==> src/rtl/kronos_wb_pkg.sv <==
// kronos_wb_pkg: execute-to-writeback pipeline types for the Kronos RV32I write-back stage
//   pipeEXWB_t : EX results plus control fields consumed by kronos_wb
//   LD_*       : ld_size encodings (2'b11 behaves as word)
//   wb_state_e : write-back FSM states
package kronos_wb_pkg;

    localparam logic [1:0] LD_BYTE = 2'b00;
    localparam logic [1:0] LD_HALF = 2'b01;
    localparam logic [1:0] LD_WORD = 2'b10;

    typedef enum logic {WB_IDLE, WB_MEM} wb_state_e;

    typedef struct packed {
        logic [31:0] result1;
        logic [31:0] result2;
        logic [4:0]  rd;
        logic        rd_write;
        logic        branch;
        logic        branch_cond;
        logic        ld;
        logic        st;
        logic [1:0]  ld_size;
        logic        ld_sign;
        logic        illegal;
    } pipeEXWB_t;

endpackage

==> src/rtl/kronos_lsu_align.sv <==
// kronos_lsu_align: byte-lane alignment for loads and stores
//   offset, size, sign : byte offset in word, access size, load sign-extension
//   st_data -> wr_data : store data shifted onto its byte lanes, mask = byte enables
//   rd_data -> ld_data : read word shifted down, truncated and extended
module kronos_lsu_align
    import kronos_wb_pkg::*;
(
    input  logic [1:0]  offset,
    input  logic [1:0]  size,
    input  logic        sign,
    input  logic [31:0] st_data,
    input  logic [31:0] rd_data,
    output logic [3:0]  mask,
    output logic [31:0] wr_data,
    output logic [31:0] ld_data
);
    logic [31:0] sh;

    assign mask    = size == LD_BYTE ? 4'b0001 << offset : size == LD_HALF ? 4'b0011 << offset : 4'hF;
    assign wr_data = st_data << {offset, 3'b000};
    assign sh      = rd_data >> {offset, 3'b000};
    assign ld_data = size == LD_BYTE ? {{24{sign & sh[7]}}, sh[7:0]}
                   : size == LD_HALF ? {{16{sign & sh[15]}}, sh[15:0]} : sh;

endmodule

==> src/rtl/kronos_wb.sv <==
// kronos_wb: Kronos RV32I write-back stage (register commit, branch redirect, traps, data bus)
//   execute/execute_vld/execute_rdy : EX->WB handshake carrying pipeEXWB_t
//   regwr_*                         : register-file write, one-cycle strobe
//   branch/branch_target            : PC redirect, one-cycle strobe
//   trap                            : illegal instruction or misaligned access, one-cycle strobe
//   data_*                          : request/acknowledge data bus
//   KRONOS_WB_MISALIGN_TRAP_EN      : when defined, misaligned half/word accesses trap instead
//                                     of being forced aligned
module kronos_wb
    import kronos_wb_pkg::*;
(
    input  logic        clk,
    input  logic        rst,
    input  pipeEXWB_t   execute,
    input  logic        execute_vld,
    output logic        execute_rdy,
    output logic [31:0] regwr_data,
    output logic [4:0]  regwr_sel,
    output logic        regwr_en,
    output logic [31:0] branch_target,
    output logic        branch,
    output logic        trap,
    output logic [31:0] data_addr,
    output logic [31:0] data_wr_data,
    output logic [3:0]  data_mask,
    output logic        data_wr_en,
    output logic        data_req,
    input  logic [31:0] data_rd_data,
    input  logic        data_ack
);
    wb_state_e   state;
    logic [1:0]  a;
    logic [1:0]  a_eff;
    logic [1:0]  a_q;
    logic [1:0]  size_q;
    logic        sign_q;
    logic [4:0]  rd_q;
    logic        mem_op;
    logic        misalign;
    logic        accept;
    logic        idle;
    logic [3:0]  mask;
    logic [31:0] st_shift;
    logic [31:0] ld_data;

    assign idle        = state == WB_IDLE;
    assign execute_rdy = idle && !rst;
    assign data_req    = state == WB_MEM;
    assign accept      = execute_vld && execute_rdy;
    assign a           = execute.result1[1:0];
    assign mem_op      = execute.ld || execute.st;
    // Halves keep only the half-word select bit; words (and size 11) are always lane 0.
    assign a_eff       = execute.ld_size == LD_BYTE ? a : execute.ld_size == LD_HALF ? (a & 2'b10) : 2'b00;

`ifdef KRONOS_WB_MISALIGN_TRAP_EN
    assign misalign = mem_op && a_eff != a;
`else
    assign misalign = 1'b0;
`endif

    // Store alignment uses the incoming instruction; load alignment uses the latched access.
    kronos_lsu_align u_align (
        .offset  (idle ? a_eff : a_q),
        .size    (idle ? execute.ld_size : size_q),
        .sign    (sign_q),
        .st_data (execute.result2),
        .rd_data (data_rd_data),
        .mask    (mask),
        .wr_data (st_shift),
        .ld_data (ld_data)
    );

    always_ff @(posedge clk or posedge rst) begin
        if (rst) begin
            state         <= WB_IDLE;
            regwr_data    <= '0;
            regwr_sel     <= '0;
            regwr_en      <= 1'b0;
            branch_target <= '0;
            branch        <= 1'b0;
            trap          <= 1'b0;
            data_addr     <= '0;
            data_wr_data  <= '0;
            data_mask     <= '0;
            data_wr_en    <= 1'b0;
            a_q           <= '0;
            size_q        <= '0;
            sign_q        <= 1'b0;
            rd_q          <= '0;
        end else begin
            regwr_en <= 1'b0;
            branch   <= 1'b0;
            trap     <= 1'b0;
            if (accept) begin
                if (execute.illegal || misalign) begin
                    trap <= 1'b1;
                end else if (mem_op) begin
                    state        <= WB_MEM;
                    data_addr    <= {execute.result1[31:2], 2'b00};
                    data_mask    <= mask;
                    data_wr_data <= execute.st ? st_shift : '0;
                    data_wr_en   <= execute.st;
                    a_q          <= a_eff;
                    size_q       <= execute.ld_size;
                    sign_q       <= execute.ld_sign;
                    rd_q         <= execute.rd;
                end else begin
                    regwr_en      <= execute.rd_write && execute.rd != 5'd0;
                    regwr_sel     <= execute.rd;
                    regwr_data    <= execute.result1;
                    branch        <= execute.branch || (execute.branch_cond && execute.result1[0]);
                    branch_target <= execute.result2;
                end
            end else if (state == WB_MEM && data_ack) begin
                state <= WB_IDLE;
                if (!data_wr_en) begin
                    regwr_en   <= rd_q != 5'd0;
                    regwr_sel  <= rd_q;
                    regwr_data <= ld_data;
                end
            end
        end
    end

endmodule

==> config.mk <==
export PLATFORM = sky130hd
export DESIGN_NAME = kronos_wb
export DESIGN_NICKNAME = d
export VERILOG_FILES = /design/src/rtl/kronos_wb_pkg.sv /design/src/rtl/kronos_lsu_align.sv /design/src/rtl/kronos_wb.sv
export SDC_FILE = /design/constraint.sdc
export NUM_CORES = 1
export LEC_CHECK = 0
export ABC_CLOCK_PERIOD_IN_PS = 9700
export BUFFER_PORTS_ARGS = -buffer_cell sky130_fd_sc_hd__clkbuf_2
export CAP_MARGIN = 20
export CORE_UTILIZATION = 55
export DETAILED_ROUTE_END_ITERATION = 10
export PLACE_DENSITY = 0.9
export SYNTH_ARGS = -nofsm -noshare
export SYNTH_HDL_FRONTEND = slang
export SYNTH_HIERARCHICAL = 1
export SYNTH_SLANG_ARGS = --single-unit
==> constraint.sdc <==
create_clock -name clk -period 9.7 [get_ports clk]
set_input_delay 1.94 -clock clk [delete_from_list [all_inputs] [get_ports clk]]
set_output_delay 1.94 -clock clk [all_outputs]
set_load 0.05 [all_outputs]
=== Word-level counts from Yosys, hierarchy flattened ===
Cells that the tools add are included.

* Bits of input ports: 114
* Register bits after elaboration: 150
* Word-level logic and storage cells: 80

* Shift-type cells: 4
* Bitwise operators: 5
* Equal/unequal tests: 6
* Mux-type cells: 33
* Reduce and logical (&&, ||, !) cells: 17

{| class="wikitable"
|+ Operator list
! operator !! number
|-
| $mux W32 || 8
|-
| $shl A32 B5 Y32 || 1
|-
| $shr A32 B5 Y32 || 1
|-
| $mux W5 || 5
|-
| $mux W1 || 14
|-
| $reduce_bool A5 Y1 || 2
|-
| $reduce_and A3 Y1 || 3
|-
| $mux W2 || 4
|-
| $mux W4 || 2
|-
| $ne A2 B2 Y1 const B || 3
|-
| $logic_and A1 B1 Y1 || 5
|-
| $eq A2 B1 Y1 const B || 2
|-
| $logic_not A2 Y1 || 2
|-
| $reduce_and A4 Y1 || 1
|-
| $shl A1 B2 Y4 const A || 1
|-
| $shl A2 B2 Y4 const A || 1
|-
| $not A1 Y1 || 3
|-
| $and A1 B1 Y1 || 2
|-
| $logic_or A1 B1 Y1 || 2
|-
| $ne A2 B1 Y1 const B || 1
|-
| $reduce_bool A2 Y1 || 1
|-
| $logic_not A1 Y1 || 1
|}

=== Longest topological paths before layout ===
* Word-level depth: 11
* Mapped depth: 12
* Gate-level depth less buffers: 9

=== Cells and area by module ===
Netlist, hierarchy kept.

{| class="wikitable"
|+ By module, submodules not included
! module !! area each (um^2) !! times used !! sequential area each (um^2) !! cells an instance
|-
| kronos_wb || 6341.1 || 1 || 3753.6 || 629
|-
| kronos_lsu_align || 1317.5 || 1 || 0.0 || 208
|}

=== Least setup slack after synthesis ===
Ideal clock, no wire load.

* Path type: in2out
* From: in rst
* To: out execute_rdy
* Data arrival time: 2.585 ns
* Setup slack: 5.175 ns
* Buffers on the path: 0
* Required time: 7.760 ns
* Stages on the path: 1
* Path through: nor2_1

* Cells in the longest elaborated chain, start to end: 2

{| class="wikitable"
|+ RTL lines
! item !! line !! source
|-
| start: declaration || kronos_wb.sv:13 || <nowiki>input logic rst,</nowiki>
|-
| $logic_not A1 Y1 (no line) || n/a ||
|-
| $logic_and A1 B1 Y1 || kronos_wb.sv:47 || <nowiki>assign execute_rdy = idle && !rst;</nowiki>
|-
| end: declaration || kronos_wb.sv:16 || <nowiki>output logic execute_rdy,</nowiki>
|}

Every way passes these cells.

=== Worst setup path after layout ===
* From: in execute[46] (netlist bit)
* To: reg regwr_data[18]

* Cells in the longest elaborated chain, start to end: 9

{| class="wikitable"
|+ RTL lines
! item !! line !! source
|-
| start: declaration || kronos_wb.sv:14 || <nowiki>input pipeEXWB_t execute,</nowiki>
|-
| $mux W2 (*) || kronos_wb.sv:53 || <nowiki>assign a_eff = execute.ld_size == LD_BYTE ? a : execute.ld_size == LD_HALF ? (a & 2'b10) : 2'b00;</nowiki>
|-
| $mux W2 (*) || kronos_wb.sv:63 || <nowiki>.offset (idle ? a_eff : a_q),</nowiki>
|-
| $shr A32 B5 Y32 (*) || kronos_lsu_align.sv:21 || <nowiki>assign sh = rd_data >> {offset, 3'b000};</nowiki>
|-
| $and A1 B1 Y1 || kronos_lsu_align.sv:23 || <nowiki>: size == LD_HALF ? {{16{sign & sh[15]}}, sh[15:0]} : sh;</nowiki>
|-
| $mux W32 || kronos_lsu_align.sv:23 ||
|-
| $mux W32 (*) || kronos_lsu_align.sv:22 || <nowiki>assign ld_data = size == LD_BYTE ? {{24{sign & sh[7]}}, sh[7:0]}</nowiki>
|-
| named net ld_data[18] || kronos_wb.sv:44 || <nowiki>logic [31:0] ld_data;</nowiki>
|-
| $mux W32 (*) || kronos_wb.sv:116 || <nowiki>if (!data_wr_en) begin</nowiki>
|-
| $mux W32 (*) || kronos_wb.sv:114 || <nowiki>end else if (state == WB_MEM && data_ack) begin</nowiki>
|-
| $mux W32 (*) || kronos_wb.sv:94 || <nowiki>if (accept) begin</nowiki>
|-
| end signal: assignment || kronos_wb.sv:110 || <nowiki>regwr_data <= execute.result1;</nowiki>
|-
| end signal: assignment || kronos_wb.sv:119 || <nowiki>regwr_data <= ld_data;</nowiki>
|-
| end: declaration || kronos_wb.sv:17 || <nowiki>output logic [31:0] regwr_data,</nowiki>
|}

Mark *: on every way through the listed nets, which the timed path passes. The rest lies on a longest branch. The select of a mux whose other input is x is not followed.
A chain may end at the register's enable or synchronous reset.

==> metrics.txt <==
status complete, no violations; Critical Path AT ~5.2 ns; grt peak-use layer met2; initial antenna violation count 1; Die ar. 0.0144 mm2; height of the die 120 um; Initial DRT Pass Iterations 5; CTS tree done; Min-Delay Path Class flop to flop; top cells by area, synth dfrtp_1, nand2_1, mux2_4, mux2i_1, mux2_1; IO buf count approximately 250; CTS Buf Count 17; internal reg-to-reg setup slack just over 6 ns; first-pass GRT wire length ~35000 um; post-CTS sizing 0; slew margin rel. a little under half; max_cap viols 0; post-synthesis cell type count 39; total grt overflow 0; Routed Antenna Nets 0; Synth area leader dfrtp_1; Syn Area/Cell approximately 9.2 um2; r2r endpoint regwr_data[18]; top-area cell type share of the netlist area 49.0%; PD cells 277 mW/mm2; clk slew on worst S/H paths around 0.060 ns; H-tree levels 4; clk_skew about 0.0064 ns; Post-synth EDFFs 0; final setup violation count 0; largest net degree at the start of global routing around 80; WP data required between 10 and 15 ns; Inserted Diodes 0; Final nets around 1200; Worst VDD drop 0.185 mV; Synth async-reset ratio between 90% and 100%; Worst Tran Pin Value between 0.8 and 0.9 ns; Reg2Reg Depth 10; CP Launch Type input port; Rows between 40 and 50; share of post-route cells with drive strength above 1 between 30 and 40%; worst r2r src data_req; HP Start data_wr_data[29]; GR Util met1 between 40% and 50%; sequential cell area fraction in the yosys report between 40% and 50%; Post-CTS Hold Buffers 0; Synth warnings 6; CTS Sinks 150; First DRT Iteration DRCs between 700 and 800; leakage 5.30 nW; M2 GR Usage 51.0%; total routed wirelength around 22000 um; met3 Track Usage GR 8.60%; Hold Path Depth 2; I/O pins 257; area delta synth->final 25.6%; leading cell types by count after synthesis nand2_1, dfrtp_1, mux2i_1, nand3_1, clkbuf_1; Clock Tree Buf Depth 2; Crit Path Category input port to flop; post-DR vias/cell 5.61; CP max FO a little over 70; post-synthesis register bit count 150; Crit. End Element flop; via count approximately 7000; Gate Count Post-Synth 837; number of remaining DRC errors 0; Hold EP data_wr_data[29]; Final Hold Fails 0; Routed wire per std cell around 18 um; fin. max-slew vios 0; chip width ~120 um; Max Clock Freq just over 200 MHz; Final Cycle Share between 50 and 60%; hpwl dp approximately 16000 um; CORE AREA about 0.013 mm2; dpl cells ~1200; Mapped Area around 0.0077 mm2; setup TNS 0 ns; initial core utilization 57.2%; Root Buffer clkbuf_16; global placement routability congestion just under 0.9; setup repair after global routing missed its margin no; top_reg_cell synth dfrtp_1; Layout Cells excl Fill ~1300; min cycle time layout 4.85 ns; count leader, synth nand2_1; Global Route Usage Sum about a third; # Post-CTS Setup Buffers 0; vias in the first global route 6706; Clock Latency Late Sink between 0.4 and 0.5 ns
layer usage:
layer	part of all wire, %	vias to the layer above
li1	-	3206
met1	40	3360
met2	48	382
met3	8.0	72
met4	3.6	2
met5	0.058	-
worst max-delay path, stage by stage:
cell      delay, ns
clkbuf_2       0.12
or3b_2         0.51
o21ai_4        0.13
buf_4          0.65
inv_1          0.28
o311ai_0       0.49
a311o_2        0.41
o21ai_0        0.20
nand2_1        0.10
nand2_1        0.06
mux2_4         0.26
cells in the final DEF (no fill, tap or decap), drive strengths merged, types with 15 or more instances in the layout:
master / instances
nand2: 337
dfrtp: 150
nor2: 26
mux2i: 35
a21oi: 24
mux2: 71
clkbuf: 275
o21ai: 31
a211oi: 15
nor2b: 16
nand3: 35
power by group:
| part | leakage [nW] | internal [W] | switching, W |
|---|---|---|---|
| logic | 3.10 | 0.000278 | 0.000806 |
| registers | 1.90 | 0.000785 | 0.000102 |
| clock network | 0.299 | 0.000440 | 0.000253 |
| total | 5.30 | 0.00150 | 0.00116 |
state kept, by name (all words and copies together), names as in the netlist, 4 cells and up:
name and cells:
regwr_sel 5, branch_target 32, data_addr 30, data_mask 4
regwr_data 32, data_wr_data 32, rd_q 5
layout make-up:
cell class              count  area (um2)
clock inverters             9         151
well taps                 176         220
flip-flops and latches    150        3750
fillers                   998        3780
inverters                   6        27.5
repair buffers            265        1380
multi-input cells         625        3630
clock buffers              21         460
metrics by stage:
stage	total power, W	setup slack (ns)	utilization (%)	hold slack [ns]	instance area, um2
after detailed placement	0.00196	4.39	66.9	0.455	8970
after global routing	0.00276	4.73	71.8	0.488	9620
after global placement	0.00194	4.56	66.9	0.450	8970
after floorplan	0.00169	3.72	-	0.440	7660
final	0.00266	4.85	71.8	0.462	9620
after CTS	0.00266	4.81	71.5	0.468	9580
worst max-delay path by stage:
stage | slack, ns | from | cells past startpoint | end
after CTS | 4.81 | execute[46] | 11 | regwr_data[13]
final | 4.85 | execute[46] | 11 | regwr_data[18]
after global placement | 4.56 | execute[46] | 11 | regwr_data[12]
after detailed placement | 4.39 | execute[46] | 11 | regwr_data[8]
after floorplan | 3.72 | rst | 1 | a_q[0]
after global routing | 4.73 | execute[46] | 11 | regwr_data[16]
cells by family after synthesis:
| kind of cell | synth area share, % |
|---|---|
| flip-flops | 49.0 |
| AND/OR/NAND/NOR | 23.4 |
| buffers and inverters | 4.13 |
| other | 0.0490 |
| AO/OA/AOI/OAI | 5.96 |
| multiplexers | 16.8 |
| adder cells (fa/ha/maj) | 0.654 |
(Power assumes the default switching activity.)
